--- src/rtl/data_mem_arbiter.sv ---
`default_nettype none
// +--------------------------------------------------------------------------+
// | data_mem_arbiter: two-port arbiter/sequencer for the 16-bit data memory  |
// | Revision: 1.0                                                            |
// +--------------------------------------------------------------------------+
module data_mem_arbiter #(
  parameter int PRIO_MODE  = 0,
  parameter int DEPTH_LOG2 = 8
) (
  input  logic        clk,
  input  logic        reset,
  input  logic        p0_req,
  input  logic        p0_we,
  input  logic [15:0] p0_addr,
  input  logic [15:0] p0_wdata,
  output logic        p0_ack,
  output logic        p0_err,
  output logic [15:0] p0_rdata,
  input  logic        p1_req,
  input  logic        p1_we,
  input  logic [15:0] p1_addr,
  input  logic [15:0] p1_wdata,
  output logic        p1_ack,
  output logic        p1_err,
  output logic [15:0] p1_rdata,
  output logic        mem_write,
  output logic        mem_read,
  output logic [15:0] mem_addr,
  output logic [15:0] mem_wdata,
  input  logic [15:0] mem_rdata,
  output logic        busy
);

  typedef enum logic [1:0] {
    IDLE   = 2'd0,
    ACCESS = 2'd1,
    RESP   = 2'd2
  } state_t;

  state_t      state_q, state_d;
  logic        gnt_q, gnt_d;
  logic        last_q, last_d;
  logic        we_q, we_d;
  logic        bad_q, bad_d;
  logic [15:0] addr_q, addr_d;
  logic [15:0] wdata_q, wdata_d;
  logic [15:0] rd0_q, rd0_d;
  logic [15:0] rd1_q, rd1_d;
  logic        win;
  logic [15:0] sel_addr;

  always_ff @(posedge clk) begin
    if (reset) begin
      state_q <= IDLE;
      gnt_q   <= 1'b0;
      last_q  <= 1'b1;
      we_q    <= 1'b0;
      bad_q   <= 1'b0;
      addr_q  <= 16'h0;
      wdata_q <= 16'h0;
      rd0_q   <= 16'h0;
      rd1_q   <= 16'h0;
    end else begin
      state_q <= state_d;
      gnt_q   <= gnt_d;
      last_q  <= last_d;
      we_q    <= we_d;
      bad_q   <= bad_d;
      addr_q  <= addr_d;
      wdata_q <= wdata_d;
      rd0_q   <= rd0_d;
      rd1_q   <= rd1_d;
    end
  end

  always_comb begin
    state_d  = state_q;
    gnt_d    = gnt_q;
    last_d   = last_q;
    we_d     = we_q;
    bad_d    = bad_q;
    addr_d   = addr_q;
    wdata_d  = wdata_q;
    rd0_d    = rd0_q;
    rd1_d    = rd1_q;
    win      = 1'b0;
    sel_addr = p0_addr;
    case (state_q)
      IDLE: begin
        if (p0_req || p1_req) begin
          // On a tie, round-robin favours whichever port was not granted last.
          if (p0_req && p1_req) win = (PRIO_MODE == 1) ? 1'b0 : ~last_q;
          else                  win = p1_req;
          sel_addr = win ? p1_addr : p0_addr;
          gnt_d    = win;
          last_d   = win;
          we_d     = win ? p1_we : p0_we;
          addr_d   = sel_addr;
          wdata_d  = win ? p1_wdata : p0_wdata;
          bad_d    = sel_addr[0] | ((sel_addr >> (DEPTH_LOG2 + 1)) != 16'h0);
          state_d  = ACCESS;
        end
      end
      ACCESS: begin
        if (!we_q) begin
          if (gnt_q) rd1_d = bad_q ? 16'h0 : mem_rdata;
          else       rd0_d = bad_q ? 16'h0 : mem_rdata;
        end
        state_d = RESP;
      end
      RESP:    state_d = IDLE;
      default: state_d = IDLE;
    endcase
  end

  assign mem_write = (state_q == ACCESS) & we_q & ~bad_q & ~reset;
  assign mem_read  = (state_q == ACCESS) & ~we_q & ~bad_q & ~reset;
  assign mem_addr  = addr_q;
  assign mem_wdata = wdata_q;
  assign p0_ack    = (state_q == RESP) & ~gnt_q & ~reset;
  assign p1_ack    = (state_q == RESP) & gnt_q & ~reset;
  assign p0_err    = p0_ack & bad_q;
  assign p1_err    = p1_ack & bad_q;
  assign p0_rdata  = rd0_q;
  assign p1_rdata  = rd1_q;
  assign busy      = (state_q != IDLE);

endmodule
`default_nettype wire

--- config.mk ---
export PLATFORM = sky130hd
export DESIGN_NAME = data_mem_arbiter
export DESIGN_NICKNAME = d
export VERILOG_FILES = /design/src/rtl/data_mem_arbiter.sv
export SDC_FILE = /design/constraint.sdc
export NUM_CORES = 1
export LEC_CHECK = 0
export BUFFER_PORTS_ARGS = -buffer_cell sky130_fd_sc_hd__buf_2
export CAP_MARGIN = 0
export CORE_AREA = 2 2 65 113
export DETAILED_ROUTE_END_ITERATION = 7
export DIE_AREA = 0 0 67 115
export PLACE_DENSITY_LB_ADDON = 0.05
export SYNTH_ARGS = -nofsm -noshare
export SYNTH_HDL_FRONTEND = slang
export SYNTH_SLANG_ARGS = --single-unit
--- constraint.sdc ---
create_clock -name clk -period 1.6 [get_ports clk]
set_input_delay 0.24 -clock clk [delete_from_list [all_inputs] [get_ports clk]]
set_output_delay 0.24 -clock clk [all_outputs]
set_load 0.02 [all_outputs]
# Yosys cells after proc, flatten, opt, wreduce, memory -nomap -nowiden
# Index checks and enable logic that the tools add are counted.
classes:
  add_sub_neg: 0
  multipliers: 0
  div: 0
  magnitude_cmp: 0
  eq_ne: 3
  shift: 0
  mux: 9
  bitwise_logic: 18
  reduce_logical: 8
ops:
  columns: ["operator", "count"]
  rows:
  - ["two-way mux 16 bit", 3]
  - ["nonzero test 16 bit", 1]
  - ["AND 1 bit", 12]
  - ["AND reduction 3 bit", 2]
  - ["NOT 1 bit", 5]
  - ["two-way mux 1 bit", 4]
  - ["case mux 2 bit (2 select lines)", 1]
  - ["== test 2 x 1 -> 1 bit, second input constant", 1]
  - ["== test 2 bit, second input constant", 1]
  - ["logical NOT 2 bit", 1]
  - ["two-way mux 2 bit", 1]
  - ["!= test 2 bit, second input constant", 1]
  - ["AND reduction 2 bit", 1]
  - ["nonzero test 2 bit", 1]
  - ["logical AND 1 bit", 1]
  - ["logical OR 1 bit", 1]
  - ["OR 1 bit", 1]
totals:
  register_bits: 70
  latchBits: 0
  ram_bits: 0
  mem_bits_ro: 0
  output_inout_bits: 71
  word_cells: 47
  n_memories: 0

# Longest topological paths before layout
depth:
  word_depth: 7
  ltp_mapped: 6
  mapped_depth_nobuf: 4

# Least setup slack after synthesis
# OpenSTA, ideal clock, no wires.
synth_timing:
  path_kind: "input to output"
  startpoint: "in reset"
  endpoint: "out p0_err"
  arrival_ns: 1.333
  required_ns: 1.360
  setup_slack_ns: 0.027
  path_stages: 4
  path_cell_list: "clkbuf_1 nor3b_1 nor2b_1 and2_1"
synth_via:
  elab_chain_len: 3
synth_lines:
  columns: ["element", "line_no", "text"]
  rows:
  - ["from (decl)", "11", "input logic reset,"]
  - ["NOT 1 bit", "120", "assign p0_ack = (state_q == RESP) & ~gnt_q & ~reset;"]
  - ["AND 1 bit", "120", null]
  - ["net p0_ack", "16", "output logic p0_ack,"]
  - ["AND 1 bit", "122", "assign p0_err = p0_ack & bad_q;"]
  - ["to (decl)", "17", "output logic p0_err,"]
# The timed path passes the listed nets, and every way through them passes these cells.

# Worst setup path in the final report
layout_timing:
  startpoint: "reg bad_q"
  endpoint: "out mem_write"
layout_via:
  elab_chain_len: 3
layout_lines:
  columns: ["element", "line_no", "text"]
  rows:
  - ["from (decl)", "44", "logic bad_q, bad_d;"]
  - ["from (signal assigned)", "58", "bad_q <= 1'b0;"]
  - ["from (signal assigned)", "68", "bad_q <= bad_d;"]
  - ["NOT 1 bit", "116", "assign mem_write = (state_q == ACCESS) & we_q & ~bad_q & ~reset;"]
  - ["AND 1 bit (2 in series)", "116", null]
  - ["to (decl)", "26", "output logic mem_write,"]
# No other way between the ends.

==> impl_metrics.yaml <==
place:
  gp_congestion: 0.847
  dp_hpwl_um: 5420
  portBuffers: 156
  detailedPlace.worstSlack_ns: 0.0672
detailed_routing:
  wl_per_cell_um: 12.8
  post-route-drc-count: 0
  top_layer_used: "met4"
  firstDrtPassIters: 4
  ant_nets: 0
  drt-initial-drc-count: 176
  met1Wirelength_um: 2960
  vias_per_cell: 4.94
  routed_wl_um: 7410
  wl_met2_um: 3850
  vias: 2855
  wl_met3_um: 458
timing:
  fin_crit_sh_pct: 97.9
  hold_ws_ns: 0.254
  worst_pin_slew_ns: 0.741
  hold_violations: 0
  rsz0062_at_grt: "yes"
  fin_setup_tns_ns: 0
  slew_headroom_pct: 50.6
  finClkSkew_ns: 0.00285
  slew_violations: 0
  fmax_mhz: 639
  timing.final.ws_setup_ns: 0.0341
  setup_viol: 0
  timing.final.crit_period_ns: 1.57
power:
  ir_worst_vdd_mv: 0.679
  p_sw_uw: 1280
  clockPowerShare_pct: 38.3
  power_frac_seq_pct: 42.3
  p_int_uw: 3380
  power_leakage_uw: 0.00191
  swShare_pct: 27.5
  power.density_nw_per_um2: 1130
  finalPower_uw: 4650
  power_frac_comb_pct: 19.4
floorplan:
  start_util_pct: 43.9
  placementRows: 40
  die_height_um: 115
  coreArea_um2: 6810
  fp.dieArea_um2: 7710
  io_pins: 157
  dieWidth_um: 67
setup_path:
  crit_path_end_kind: "output pin"
  cp_max_fo: 9
  cp_top_family: "flip-flops"
  worstPathCellList: "nor4b_2 -> buf_2"
  reg2reg_slack_ns: 0.09
  worstPathArrival_ns: 1.33
  startpoint_type: "register"
  crit_type: "register to output pin"
  max_stage_delay_ns: 0.43
  cpMaxStageDelayCell: "dfxtp_1"
  crit_required_ns: 1.36
  path_buf_inv: 1
synthesis:
  syn_nets: 427
  synth_area_leaders: "dfxtp_1 (47%), mux2i_1 (11%), nand2_1 (8.7%)"
  yosysWarnings: 0
  synth.yosys.seq_area_share_pct: 46.9
  synth_area_um2: 2990
  synth.largest_area_cell: "dfxtp_1"
  yosys_register_bits: 70
  synthCells: 341
  ys_types: 28
  synth_top_cell_area_share_pct: 46.9
  avgSynthCellArea_um2: 8.75
outcome:
  status: "completed"
global_routing:
  antenna_found_initial: 0
  track_usage_pct: 19.3
  grt_pass1_wl_um: 11300
  grt_pass1_vias: 2497
  grt_max_degree: 71
  overflow: 0
final_layout:
  antennaDiodeCount: 0
  nets: 576
  area_delta_synth_final_pct: 38.1
  drive_above_1_share_pct: 38.9
clock_tree:
  clk_pin_slew_ns: 0.05
  cts_tree: "built"
  cts_max_level: 3
  root_buffer: "clkbuf_16"
  cts_sinks: 70
  holdBufCountCts: 0
  cts_buffers: 9
  worstSkewPairLatency_ns: 0.32
  clk_path_buf_depth: 2
min_path:
  hold_class: "input pin to register"
job:
  maxCapViolCount: 0
[worst reg2reg max path: cells and delay by family (launching register included)]
family          cells  cell delay [ns]
compound gates      1             0.08
flops               1             0.32
simple gates        3             0.97
[per-layer routing]
metal	up-vias	global-route usage [%]
li1	1476	-
met1	1267	22.0
met2	102	32.5
met3	10	5.19
met4	0	9.66
met5	-	0
[power groups by stage]
stage	clock [uW]	combinational, uW	sequential, uW
2_1_floorplan	0	438	2140
3_3_place_gp	0	889	1990
3_5_place_dp	0	898	2000
4_1_cts	1820	900	1960
5_1_grt	1910	991	1990
6_report	1780	904	1970
[synth_stat cells]
library cell,n
nand2b_4,1
or3_1,1
clkbuf_2,1
buf_4,1
or2_2,1
buf_2,9
and3_1,1
or3b_1,1
and2_1,2
nor4b_1,1
a21oi_1,35
dfxtp_1,70
a21boi_2,1
nor3b_1,1
mux2i_1,33
nor3_2,1
o211ai_1,1
clkbuf_1,10
nor4_1,5
nor2b_1,17
nand3_1,1
or2_4,1
buf_6,6
nor2_4,1
nor2_1,36
nor3b_2,1
a211oi_1,33
nand2_1,69
[area by class of cell]
type | count | area, um2
sequential | 70 | 1410
timing repair buffer | 165 | 878
fill | 643 | 2680
multi-input combinational | 244 | 1470
clock inverter | 1 | 5.00
clock buffer | 14 | 264
tap | 84 | 105
[per-stage QoR]
stage / util [%] / instances / cell area, um2
floorplan: - / 341 / 2990
global placement: 55.6 / 560 / 3790
detailed placement: 55.6 / 560 / 3790
CTS: 59.7 / 575 / 4060
global route: 60.6 / 578 / 4120
finish: 60.6 / 578 / 4120
[repair_timing]
item | in CTS | in global routing
buffers inserted | 0 | 3
pin swaps | 1 | 1
endpoints found under the setup margin | 5 | 14
gates resized for setup | 1 | 11
[registers in the layout, indices dropped and copies added, names as in the netlist]
| register | count |
|---|---|
| last_q | 1 |
| p0_rdata | 16 |
| bad_q | 1 |
| state_q | 2 |
| gnt_q | 1 |
| p1_rdata | 16 |
| mem_addr | 16 |
| we_q | 1 |
| mem_wdata | 16 |
[cells in the final DEF (no fill, tap or decap), drive strengths merged, types with 2 or more instances in the layout]
master	instances
and2	2
a211oi	33
buf	165
a21oi	35
nand2	69
or2	2
nor3b	2
dfxtp	70
nor2b	17
nor4	5
clkbuf	14
mux2i	33
nor2	37
[cells by family after synthesis]
family                 share of synthesized area, %
and+or+nand+nor                                21.8
AOI/OAI and AO/OA                              14.8
DFF                                            46.9
muxes                                          11.1
buffers and inverters                          5.45
[path summary, 6_finish.rpt]
check / from / endpoint / cells past startpoint
setup reg to reg: state_q[1] / p0_rdata[8] / 4
hold reg to reg: p0_rdata[2] / p0_rdata[2] / 2
setup / recovery: bad_q / mem_write / 2
hold / removal: p0_wdata[9] / mem_wdata[9] / 3
Power figures use the tool's default switching activity.
